==> config.mk <==
export PLATFORM = sky130hd
export DESIGN_NAME = lcd_page_writer
export DESIGN_NICKNAME = d
export VERILOG_FILES = /design/src/rtl/lcd_pkg.sv /design/src/rtl/lcd_page_rom.sv /design/src/rtl/lcd_page_writer.sv
export SDC_FILE = /design/constraint.sdc
export NUM_CORES = 1
export LEC_CHECK = 0
export ABC_AREA = 1
export CAP_MARGIN = 20
export CORE_MARGIN = 1
export CORE_UTILIZATION = 35
export CTS_CLUSTER_DIAMETER = 200
export CTS_CLUSTER_SIZE = 30
export DETAILED_ROUTE_END_ITERATION = 8
export GPL_ROUTABILITY_DRIVEN = 0
export PLACE_DENSITY = 0.66
export SYNTH_ARGS = -nofsm -noshare
export SYNTH_HDL_FRONTEND = slang
export SYNTH_SLANG_ARGS = --single-unit
export TNS_END_PERCENT = 1
==> constraint.sdc <==
create_clock -name clk -period 6.05 [get_ports clk]
set_input_delay 0.9075 -clock clk [delete_from_list [all_inputs] [get_ports clk]]
set_output_delay 0.9075 -clock clk [all_outputs]
set_load 0.03 [all_outputs]
==> src/rtl/lcd_pkg.sv <==
// lcd_pkg: shared types and constants for the LCD page writer.
// Also holds the built-in page text used by lcd_page_rom.
package lcd_pkg;

   typedef enum logic [2:0] {
      ST_IDLE  = 3'd0,
      ST_CLEAR = 3'd1,
      ST_ADDR  = 3'd2,
      ST_CHAR  = 3'd3,
      ST_DONE  = 3'd4
   } lcd_pw_state_t;

   localparam logic [7:0]  LCD_CMD_CLEAR         = 8'h01;
   localparam logic [7:0]  LCD_CHAR_SPACE        = 8'h20;
   localparam logic [7:0]  LCD_CHAR_TERM         = 8'h00;
   // DDRAM address commands, line 0 in the most significant byte.
   localparam logic [31:0] LCD_LINE_ADDR_DEFAULT = {8'h80, 8'hC0, 8'h94, 8'hD4};

   // Pick the DDRAM address command for a line out of the packed table.
   function automatic logic [7:0] lcd_line_addr(input logic [31:0] tbl, input logic [1:0] idx);
      logic [7:0] a;
      case (idx)
         2'd0:    a = tbl[31:24];
         2'd1:    a = tbl[23:16];
         2'd2:    a = tbl[15:8];
         default: a = tbl[7:0];
      endcase
      return a;
   endfunction

   // Built-in page text: line 0 is upper case, line 1 lower case, both offset
   // by the page number. Page 2 line 0 ends early with a terminator at column 5.
   function automatic logic [7:0] lcd_rom_default(input int unsigned page,
                                                  input int unsigned line,
                                                  input int unsigned col);
      logic [7:0] base;
      logic [7:0] v;
      case (line[1:0])
         2'd0:    base = 8'h41;
         2'd1:    base = 8'h61;
         2'd2:    base = 8'h30;
         default: base = 8'h23;
      endcase
      if ((page == 32'd2) && (line == 32'd0) && (col == 32'd5)) begin
         v = LCD_CHAR_TERM;
      end else begin
         v = base + page[7:0] + col[7:0];
         if (v == LCD_CHAR_TERM) begin
            v = LCD_CHAR_SPACE;
         end else begin
            v = v;
         end
      end
      return v;
   endfunction

endpackage

==> src/rtl/lcd_page_rom.sv <==
// lcd_page_rom: page text store addressed by {page, line, col}.
// Combinational 8-bit read; contents come from lcd_pkg::lcd_rom_default.
module lcd_page_rom
   import lcd_pkg::*;
#(
   parameter int N_PAGES = 4,
   parameter int LINES   = 2,
   parameter int COLS    = 16,
   parameter int PW      = 2,
   parameter int LW      = 1,
   parameter int CW      = 4
) (
   input  logic [PW+LW+CW-1:0] i_addr,
   output logic [7:0]          o_data
);

   logic [PW-1:0] w_page;
   logic [LW-1:0] w_line;
   logic [CW-1:0] w_col;

   assign {w_page, w_line, w_col} = i_addr;

   // Character lookup; addresses outside the stored text read as blanks.
   always_comb begin
      if ((32'(w_page) < 32'(N_PAGES)) && (32'(w_line) < 32'(LINES)) && (32'(w_col) < 32'(COLS))) begin
         o_data = lcd_rom_default(32'(w_page), 32'(w_line), 32'(w_col));
      end else begin
         o_data = LCD_CHAR_SPACE;
      end
   end

endmodule

==> src/rtl/lcd_page_writer.sv <==
// lcd_page_writer: streams one stored text page to an HD44780-style LCD driver:
// clear command, then per line a DDRAM address command and the line's text.
// up/down select the page (with wrap) and trigger a redraw; valid/ready paced.
// Build macro LCD_PAGE_PAD_EN: pad a terminated line with spaces to full width.
module lcd_page_writer
   import lcd_pkg::*;
#(
   parameter int          N_PAGES   = 4,
   parameter int          LINES     = 2,
   parameter int          COLS      = 16,
   parameter logic [31:0] LINE_ADDR = LCD_LINE_ADDR_DEFAULT
) (
   input  logic                       clk,
   input  logic                       rst,
   input  logic                       wrmenu,
   input  logic                       up,
   input  logic                       down,
   input  logic                       ready,
   output logic [7:0]                 dbi,
   output logic                       wr,
   output logic                       dr,
   output logic                       busy,
   output logic [$clog2(N_PAGES)-1:0] pag
);

   localparam int PW = $clog2(N_PAGES);
   localparam int LW = (LINES > 1) ? $clog2(LINES) : 1;
   localparam int CW = (COLS > 1) ? $clog2(COLS) : 1;

   lcd_pw_state_t r_state, w_state_nxt, w_eol_state;
   logic [LW-1:0] r_line, w_line_nxt, w_line_inc, w_eol_line;
   logic [CW-1:0] r_col, w_col_nxt, w_col_inc, w_rom_col;
   logic [PW-1:0] r_pag, r_rom_page, w_rom_page_nxt;
   logic [7:0]    r_dbi, w_dbi_nxt, w_eol_dbi, w_rom_data;
   logic          r_wr, r_dr, r_busy, w_wr_nxt, w_dr_nxt, w_busy_nxt, w_eol_dr;
   logic          r_pending, w_pend_clr, r_up_d, r_down_d;
   logic          w_step_up, w_step_dn, w_accept, w_last_col, w_last_line, w_rom_term;
`ifdef LCD_PAGE_PAD_EN
   logic          r_pad, w_pad_nxt;
`endif

   assign w_accept    = (r_wr | r_dr) & ready;
   assign w_step_up   = (up & ~r_up_d) & ~(down & ~r_down_d);
   assign w_step_dn   = (down & ~r_down_d) & ~(up & ~r_up_d);
   assign w_last_col  = (r_col == CW'(COLS - 1));
   assign w_last_line = (r_line == LW'(LINES - 1));
   assign w_col_inc   = r_col + CW'(1);
   assign w_line_inc  = r_line + LW'(1);
   assign w_rom_term  = (w_rom_data == LCD_CHAR_TERM);

   // The ROM always looks one character ahead: column 0 from ADDR, col+1 from CHAR.
   always_comb begin
      if ((r_state == ST_CHAR) && !w_last_col) begin
         w_rom_col = w_col_inc;
      end else begin
         w_rom_col = '0;
      end
   end

   lcd_page_rom #(
      .N_PAGES (N_PAGES),
      .LINES   (LINES),
      .COLS    (COLS),
      .PW      (PW),
      .LW      (LW),
      .CW      (CW)
   ) u_rom (
      .i_addr  ({r_rom_page, r_line, w_rom_col}),
      .o_data  (w_rom_data)
   );

   // End of a line: either address the next line or finish the page.
   always_comb begin
      if (w_last_line) begin
         w_eol_state = ST_DONE;
         w_eol_line  = r_line;
         w_eol_dbi   = r_dbi;
         w_eol_dr    = 1'b0;
      end else begin
         w_eol_state = ST_ADDR;
         w_eol_line  = w_line_inc;
         w_eol_dbi   = lcd_line_addr(LINE_ADDR, 2'(w_line_inc));
         w_eol_dr    = 1'b1;
      end
   end

   // Draw sequencer: next state and next registered strobe/byte values.
   always_comb begin
      w_state_nxt    = r_state;
      w_line_nxt     = r_line;
      w_col_nxt      = r_col;
      w_dbi_nxt      = r_dbi;
      w_wr_nxt       = r_wr;
      w_dr_nxt       = r_dr;
      w_busy_nxt     = r_busy;
      w_rom_page_nxt = r_rom_page;
      w_pend_clr     = 1'b0;
`ifdef LCD_PAGE_PAD_EN
      w_pad_nxt      = r_pad;
`endif
      case (r_state)
         ST_IDLE: begin
            if (wrmenu || r_pending) begin
               w_state_nxt    = ST_CLEAR;
               w_dbi_nxt      = LCD_CMD_CLEAR;
               w_dr_nxt       = 1'b1;
               w_wr_nxt       = 1'b0;
               w_busy_nxt     = 1'b1;
               w_rom_page_nxt = r_pag;
               w_pend_clr     = 1'b1;
            end else begin
               w_wr_nxt   = 1'b0;
               w_dr_nxt   = 1'b0;
               w_busy_nxt = 1'b0;
            end
         end
         ST_CLEAR: begin
            if (w_accept) begin
               w_state_nxt = ST_ADDR;
               w_line_nxt  = '0;
               w_dbi_nxt   = lcd_line_addr(LINE_ADDR, 2'd0);
            end else begin
               w_state_nxt = ST_CLEAR;
            end
         end
         ST_ADDR: begin
            if (w_accept) begin
`ifdef LCD_PAGE_PAD_EN
               w_state_nxt = ST_CHAR;
               w_col_nxt   = '0;
               w_dr_nxt    = 1'b0;
               w_wr_nxt    = 1'b1;
               if (w_rom_term) begin
                  w_pad_nxt = 1'b1;
                  w_dbi_nxt = LCD_CHAR_SPACE;
               end else begin
                  w_pad_nxt = 1'b0;
                  w_dbi_nxt = w_rom_data;
               end
`else
               if (w_rom_term) begin
                  w_state_nxt = w_eol_state;
                  w_line_nxt  = w_eol_line;
                  w_dbi_nxt   = w_eol_dbi;
                  w_dr_nxt    = w_eol_dr;
                  w_wr_nxt    = 1'b0;
               end else begin
                  w_state_nxt = ST_CHAR;
                  w_col_nxt   = '0;
                  w_dr_nxt    = 1'b0;
                  w_wr_nxt    = 1'b1;
                  w_dbi_nxt   = w_rom_data;
               end
`endif
            end else begin
               w_state_nxt = ST_ADDR;
            end
         end
         ST_CHAR: begin
            if (w_accept) begin
               if (w_last_col) begin
                  w_state_nxt = w_eol_state;
                  w_line_nxt  = w_eol_line;
                  w_dbi_nxt   = w_eol_dbi;
                  w_dr_nxt    = w_eol_dr;
                  w_wr_nxt    = 1'b0;
`ifdef LCD_PAGE_PAD_EN
               end else if (r_pad || w_rom_term) begin
                  w_col_nxt   = w_col_inc;
                  w_pad_nxt   = 1'b1;
                  w_dbi_nxt   = LCD_CHAR_SPACE;
`else
               end else if (w_rom_term) begin
                  w_state_nxt = w_eol_state;
                  w_line_nxt  = w_eol_line;
                  w_dbi_nxt   = w_eol_dbi;
                  w_dr_nxt    = w_eol_dr;
                  w_wr_nxt    = 1'b0;
`endif
               end else begin
                  w_col_nxt   = w_col_inc;
                  w_dbi_nxt   = w_rom_data;
               end
            end else begin
               w_state_nxt = ST_CHAR;
            end
         end
         ST_DONE: begin
            w_state_nxt = ST_IDLE;
            w_wr_nxt    = 1'b0;
            w_dr_nxt    = 1'b0;
            w_busy_nxt  = 1'b0;
         end
         default: begin
            w_state_nxt = ST_IDLE;
            w_wr_nxt    = 1'b0;
            w_dr_nxt    = 1'b0;
            w_busy_nxt  = 1'b0;
         end
      endcase
   end

   // Sequencer state and registered LCD outputs.
   always_ff @(posedge clk or posedge rst) begin
      if (rst) begin
         r_state    <= ST_IDLE;
         r_line     <= '0;
         r_col      <= '0;
         r_dbi      <= 8'h00;
         r_wr       <= 1'b0;
         r_dr       <= 1'b0;
         r_busy     <= 1'b0;
         r_rom_page <= '0;
      end else begin
         r_state    <= w_state_nxt;
         r_line     <= w_line_nxt;
         r_col      <= w_col_nxt;
         r_dbi      <= w_dbi_nxt;
         r_wr       <= w_wr_nxt;
         r_dr       <= w_dr_nxt;
         r_busy     <= w_busy_nxt;
         r_rom_page <= w_rom_page_nxt;
      end
   end

`ifdef LCD_PAGE_PAD_EN
   // Remembers that the current line hit its terminator and is now padding.
   always_ff @(posedge clk or posedge rst) begin
      if (rst) begin
         r_pad <= 1'b0;
      end else begin
         r_pad <= w_pad_nxt;
      end
   end
`endif

   // Button edge detection, page index with wrap, and the one-deep redraw request.
   always_ff @(posedge clk or posedge rst) begin
      if (rst) begin
         r_up_d    <= 1'b0;
         r_down_d  <= 1'b0;
         r_pag     <= '0;
         r_pending <= 1'b0;
      end else begin
         r_up_d   <= up;
         r_down_d <= down;
         if (w_step_up) begin
            r_pag <= (r_pag == PW'(N_PAGES - 1)) ? '0 : r_pag + PW'(1);
         end else if (w_step_dn) begin
            r_pag <= (r_pag == '0) ? PW'(N_PAGES - 1) : r_pag - PW'(1);
         end else begin
            r_pag <= r_pag;
         end
         if (w_step_up || w_step_dn) begin
            r_pending <= 1'b1;
         end else if (w_pend_clr) begin
            r_pending <= 1'b0;
         end else begin
            r_pending <= r_pending;
         end
      end
   end

   assign dbi  = r_dbi;
   assign wr   = r_wr;
   assign dr   = r_dr;
   assign busy = r_busy;
   assign pag  = r_pag;

endmodule

# --- After elaboration in Yosys (flattened, before gate mapping) ---
# Index checks and enable logic that the tools add are counted.
op_classes:
  add_sub_neg: 6
  eq_ne: 16
  n_mux: 57
  bitwise: 13
  n_reduce_logical: 22
ops:
  columns: ["cell", "count"]
  rows:
  - ["8-bit two-way mux", 9]
  - ["8-bit case mux with 2 select lines", 2]
  - ["8-bit case mux with 4 select lines", 1]
  - ["4-bit two-way mux", 6]
  - ["1-bit two-way mux", 21]
  - ["3-bit two-way mux", 7]
  - ["8-bit logical NOT", 2]
  - ["2-bit inequality test (second input constant)", 7]
  - ["3-bit case mux with 4 select lines", 1]
  - ["2-bit two-way mux", 5]
  - ["8-bit by 2-bit adder with 8-bit output", 1]
  - ["8-bit by 4-bit adder with 8-bit output", 1]
  - ["4-bit case mux with 2 select lines", 1]
  - ["4-bit AND reduction", 2]
  - ["1-bit NOT", 7]
  - ["3-bit by 2-bit equality test with 1-bit output (second input constant)", 2]
  - ["1-bit case mux with 3 select lines", 2]
  - ["6-bit AND reduction", 1]
  - ["2-bit nonzero test", 3]
  - ["1-bit bitwise AND", 5]
  - ["5-bit AND reduction", 1]
  - ["4-bit by 1-bit adder with 4-bit output (second input constant)", 1]
  - ["2-bit equality test (second input constant)", 2]
  - ["4-bit by 3-bit equality test with 1-bit output (second input constant)", 1]
  - ["19 further kinds", 23]
word_totals:
  reg_bits: 26
  input_bits: 6

# --- Depth between registers and ports, before layout ---
depth:
  ltp_word: 13
  depth_mapped: 14
  mapped_depth_nobuf: 14

# --- Cells and area by module ---
# A second synthesis with hierarchy kept.
unflattened:
  cells_unflattened: 208
  area_unflattened_um2: 1639.1
by_module_without_submodules:
  columns: ["module", "n_inst", "cells_per_inst", "area_per_inst_um2", "seq_area_each_um2"]
  rows:
  - ["lcd_page_writer", 1, 175, 1466.4, 650.6]
  - ["lcd_page_rom", 1, 33, 172.7, 0.0]

# --- Worst setup path after synthesis ---
# OpenSTA, ideal clock, no wires.
synth_path:
  path_type: "flip-flop to flip-flop"
  start: "register r_col[0]"
  end: "register r_dbi[1] (netlist: dbi[1])"
  arrival_ns: 2.030
  required_ns: 5.933
  path_slack_ns: 3.903
  stages_incl_launch_ff: 15
  period_less_slack_ns: 2.147
  cell_sequence: "dfrtp_1 -> ha_1 -> nand3_1 -> nand2_2 -> nor2_4 -> inv_1 -> ha_1 -> inv_1 -> fa_1 -> inv_1 -> nand3_1 -> nand2_1 -> inv_1 -> nand2_1 -> nand2_1"
synth_via:
  elab_chain_cells: 13
  elab_cells_between_ends: 17
  classes_between: "add/sub: 2; eq/ne: 2; mux: 8; reduce/logical: 5"
synth_rtl:
  columns: ["element", "line_no", "rtl"]
  rows:
  - ["start, declared", "lcd_page_writer.sv:32", "logic [CW-1:0] r_col, w_col_nxt, w_col_inc, w_rom_col;"]
  - ["start signal, assigned", "lcd_page_writer.sv:217", "r_col <= w_col_nxt;"]
  - ["parallel branches: the longest is 12 deep, another holds 8-bit by 4-bit adder with 8-bit output", null, null]
  - ["8-bit case mux with 4 select lines (*)", "lcd_page_writer.sv:101", "case (r_state)"]
  - ["end signal, assigned", "lcd_page_writer.sv:218", "r_dbi <= w_dbi_nxt;"]
  - ["end, declared", "lcd_page_writer.sv:34", "logic [7:0] r_dbi, w_dbi_nxt, w_eol_dbi, w_rom_data;"]
# Every way passes the cells marked *. The select of a mux whose other input is x is not followed.
# A chain may end at the register's enable or synchronous reset.

# --- Final worst setup path ---
# Ends and elaborated chain as after synthesis.

==> results.cfg <==
[logic_synthesis]
yosysWarnings = 0
synth.distinct_cells = 32
synth-edff-count = 0
synth_cells = 200
synth-seq-area-share = 0.409
synthTopCellsByArea = dfrtp_1 (41%), nand2_1 (11%), inv_1 (6.6%), ha_1 (4.7%), nand3_1 (3.8%)
synth_top_area_frac = 0.409
syn_avg_cell_area_sq_um = 7.95
async_reset_ff_frac = 1.00
synth_top_area_cell = dfrtp_1
ys.flop_type = dfrtp_1
syn_nets = 213
synth_seq_cells = 26
synth_area_sq_mm = 0.00159

[global_route]
grt.total_usage = 0.155
antenna_found_initial = 0
overflow = 0
grt_pass1_wl_mm = 6.07
first_global_vias = 1350
grt_max_degree = 27

[power]
vdd_ir_drop_max_uv = 242
power_density_mw_per_mm2 = 505
p_leak_nw = 0.935

[detailed_routing]
wl_per_cell_microns = 12.3
drc = 0
vias = 1354
first_pass_iters = 6
drt-vias-per-instance = 4.94
ant_nets = 0
drt_wl_total_mm = 3.36
dr.first_iter.drc_count = 47

[worst_setup_path]
cp_slowest_cell = dfrtp_1
r2r_start = r_col[0]
path_max_fanout = 6
r2r_end = dbi[1]
cp-startpoint = r_col[0]
critPathCapture = dbi[1]
crit_top_cell = inv_1
path_class = reg -> reg
rrSetupSlack_ns = 3.68
end_kind = flop
crit_chain = ha_1, nand3_1, nand2_2, nor2_4, inv_1, ha_1, inv_1, fa_1, inv_1, nand3_1, nand2_1, inv_1, nand2_1, nand2_1
ff2ff_path_depth = 14
slowest_delay_ns = 0.46
start_kind = flop
worstPathArrival_ns = 2.54
required_ns = 6.22

[layout]
final_nets = 236
fin_cells = 274
num_antenna_cells = 0
drive_gt1_frac = 0.149
fillers = 439
area_growth_pct = 20.4

[sta]
max_slew_margin = 0.680
rsz0062_at_grt = false
fmax_mhz = 421
fin_tns_setup_ns = 0
hold_slack_ns = 0.508
clock_skew_ns = 0.00233
setup_viol = 0
period_needed_ns = 2.37
final_hold_viol_count = 0
drv_slew = 0
worstMarginPinSlew_ns = 0.479
period_share = 0.392

[clocking]
cts_sinks = 26
holdBufCountCts = 0
cts_setup_buffers = 0
clock-root-buffer = clkbuf_8
worstSkewPairLatency_ns = 0.27
clk_path_buf_depth = 2
cts_tree = done
cts_resized = 0
numCtsBuffers = 3
clk_pin_slew_ns = 0.09
htree_levels = 1

[die]
core_area_sq_mm = 0.00435
die_x_microns = 69.4
start_util = 0.365
io_pins = 19
fp.dieH_microns = 69.4
row_count = 24
dieArea_sq_mm = 0.00482

[outcome]
status = finished, final reports clean

[place]
post-dp-hpwl_mm = 2.50
place_inst = 269
io_buffers = 18

[worst_hold_path]
worstHoldPathType = reg -> reg

[flow_run]
maxCapViolCount = 0
==> cells in the mapped netlist, drive strengths merged (2+ instances only) <==
| cell type | count |
|---|---|
| dfrtp | 26 |
| nand2 | 52 |
| ha | 6 |
| inv | 31 |
| nor2 | 25 |
| nand3 | 18 |
| o21ai | 19 |
| or2 | 2 |
| a21oi | 6 |
| nand4 | 2 |
| o211ai | 2 |
==> final cells by class <==
cell class,instances,area [sq um],area share
inverter,31,116,0.0608
timing repair buffer,19,208,0.108
clock buffer,4,55.1,0.0288
tap,52,65.1,0.0340
multi-input combinational,142,820,0.428
sequential,26,651,0.340
==> layer usage <==
layer	up-vias	global-route usage	share of wire
li1	691	-	-
met1	638	0.206	0.49
met2	19	0.261	0.48
met3	6	0.0174	0.021
met4	0	0.0567	0.012
met5	-	0	0
==> sequential cells by signal, indices dropped and copies added, names as in the netlist <==
name        count
busy            1
dbi             8
dr              1
pag             2
r_col           4
r_down_d        1
r_line          1
r_pending       1
r_rom_page      2
r_state         3
r_up_d          1
wr              1
==> worst min path at each step <==
stage / startpoint / end / slack [ns] / cells past startpoint
final: dbi[7] / dbi[7] / 0.51 / 2
after global placement: dbi[1] / dbi[1] / 0.50 / 2
after CTS: dbi[7] / dbi[7] / 0.52 / 2
after detailed placement: dbi[7] / dbi[7] / 0.49 / 2
after floorplan: r_col[1] / r_col[1] / 0.51 / 2
after global routing: dbi[3] / dbi[3] / 0.55 / 2
==> metrics by stage <==
stage / setup WS (ns) / utilization / instance area, sq um / total power [mW]
3_5_place_dp: 3.61 / 0.421 / 1830 / 0.850
2_1_floorplan: 3.90 / - / 1590 / 0.694
6_report: 3.68 / 0.440 / 1910 / 0.966
3_3_place_gp: 3.70 / 0.421 / 1830 / 0.842
5_1_grt: 3.46 / 0.440 / 1910 / 1.06
4_1_cts: 3.68 / 0.433 / 1890 / 0.967
==> worst max-delay path: cells and delay by family, from the launching register on <==
kind	cells	cell delay, ns
adders and majority gates	3	0.87
and+or+nand+nor	7	0.68
DFF	1	0.46
buffers and inverters	4	0.25
==> placed cells by master, fill, tap and decap left out, types with 2 or more instances in the layout <==
cell type,instances
nand2_1,48
nor2_2,5
a21oi_1,5
clkbuf_8,4
nand3_4,2
nor2_1,16
inv_2,3
clkdlybuf4s50_1,18
inv_1,28
nand4_1,2
o21ai_2,2
dfrtp_1,26
nand3_1,12
nor2_4,4
ha_1,6
o21ai_1,5
or2_2,2
o21ai_0,12
nand3_2,4
nand2_2,4
==> power by group <==
part / internal (mW) / switching (mW) / total [mW]
Clock: 0.0582 / 0.0565 / 0.115
Sequential: 0.237 / 0.0720 / 0.309
Combinational: 0.204 / 0.338 / 0.542
==> logic make-up after synthesis <==
| logic type | synth area share |
|---|---|
| compound gates | 0.131 |
| fa+ha+maj | 0.0598 |
| flops | 0.409 |
| xor+xnor | 0.00551 |
| buf+inv | 0.0755 |
| simple gates | 0.319 |
Power figures use the tool's default switching activity.
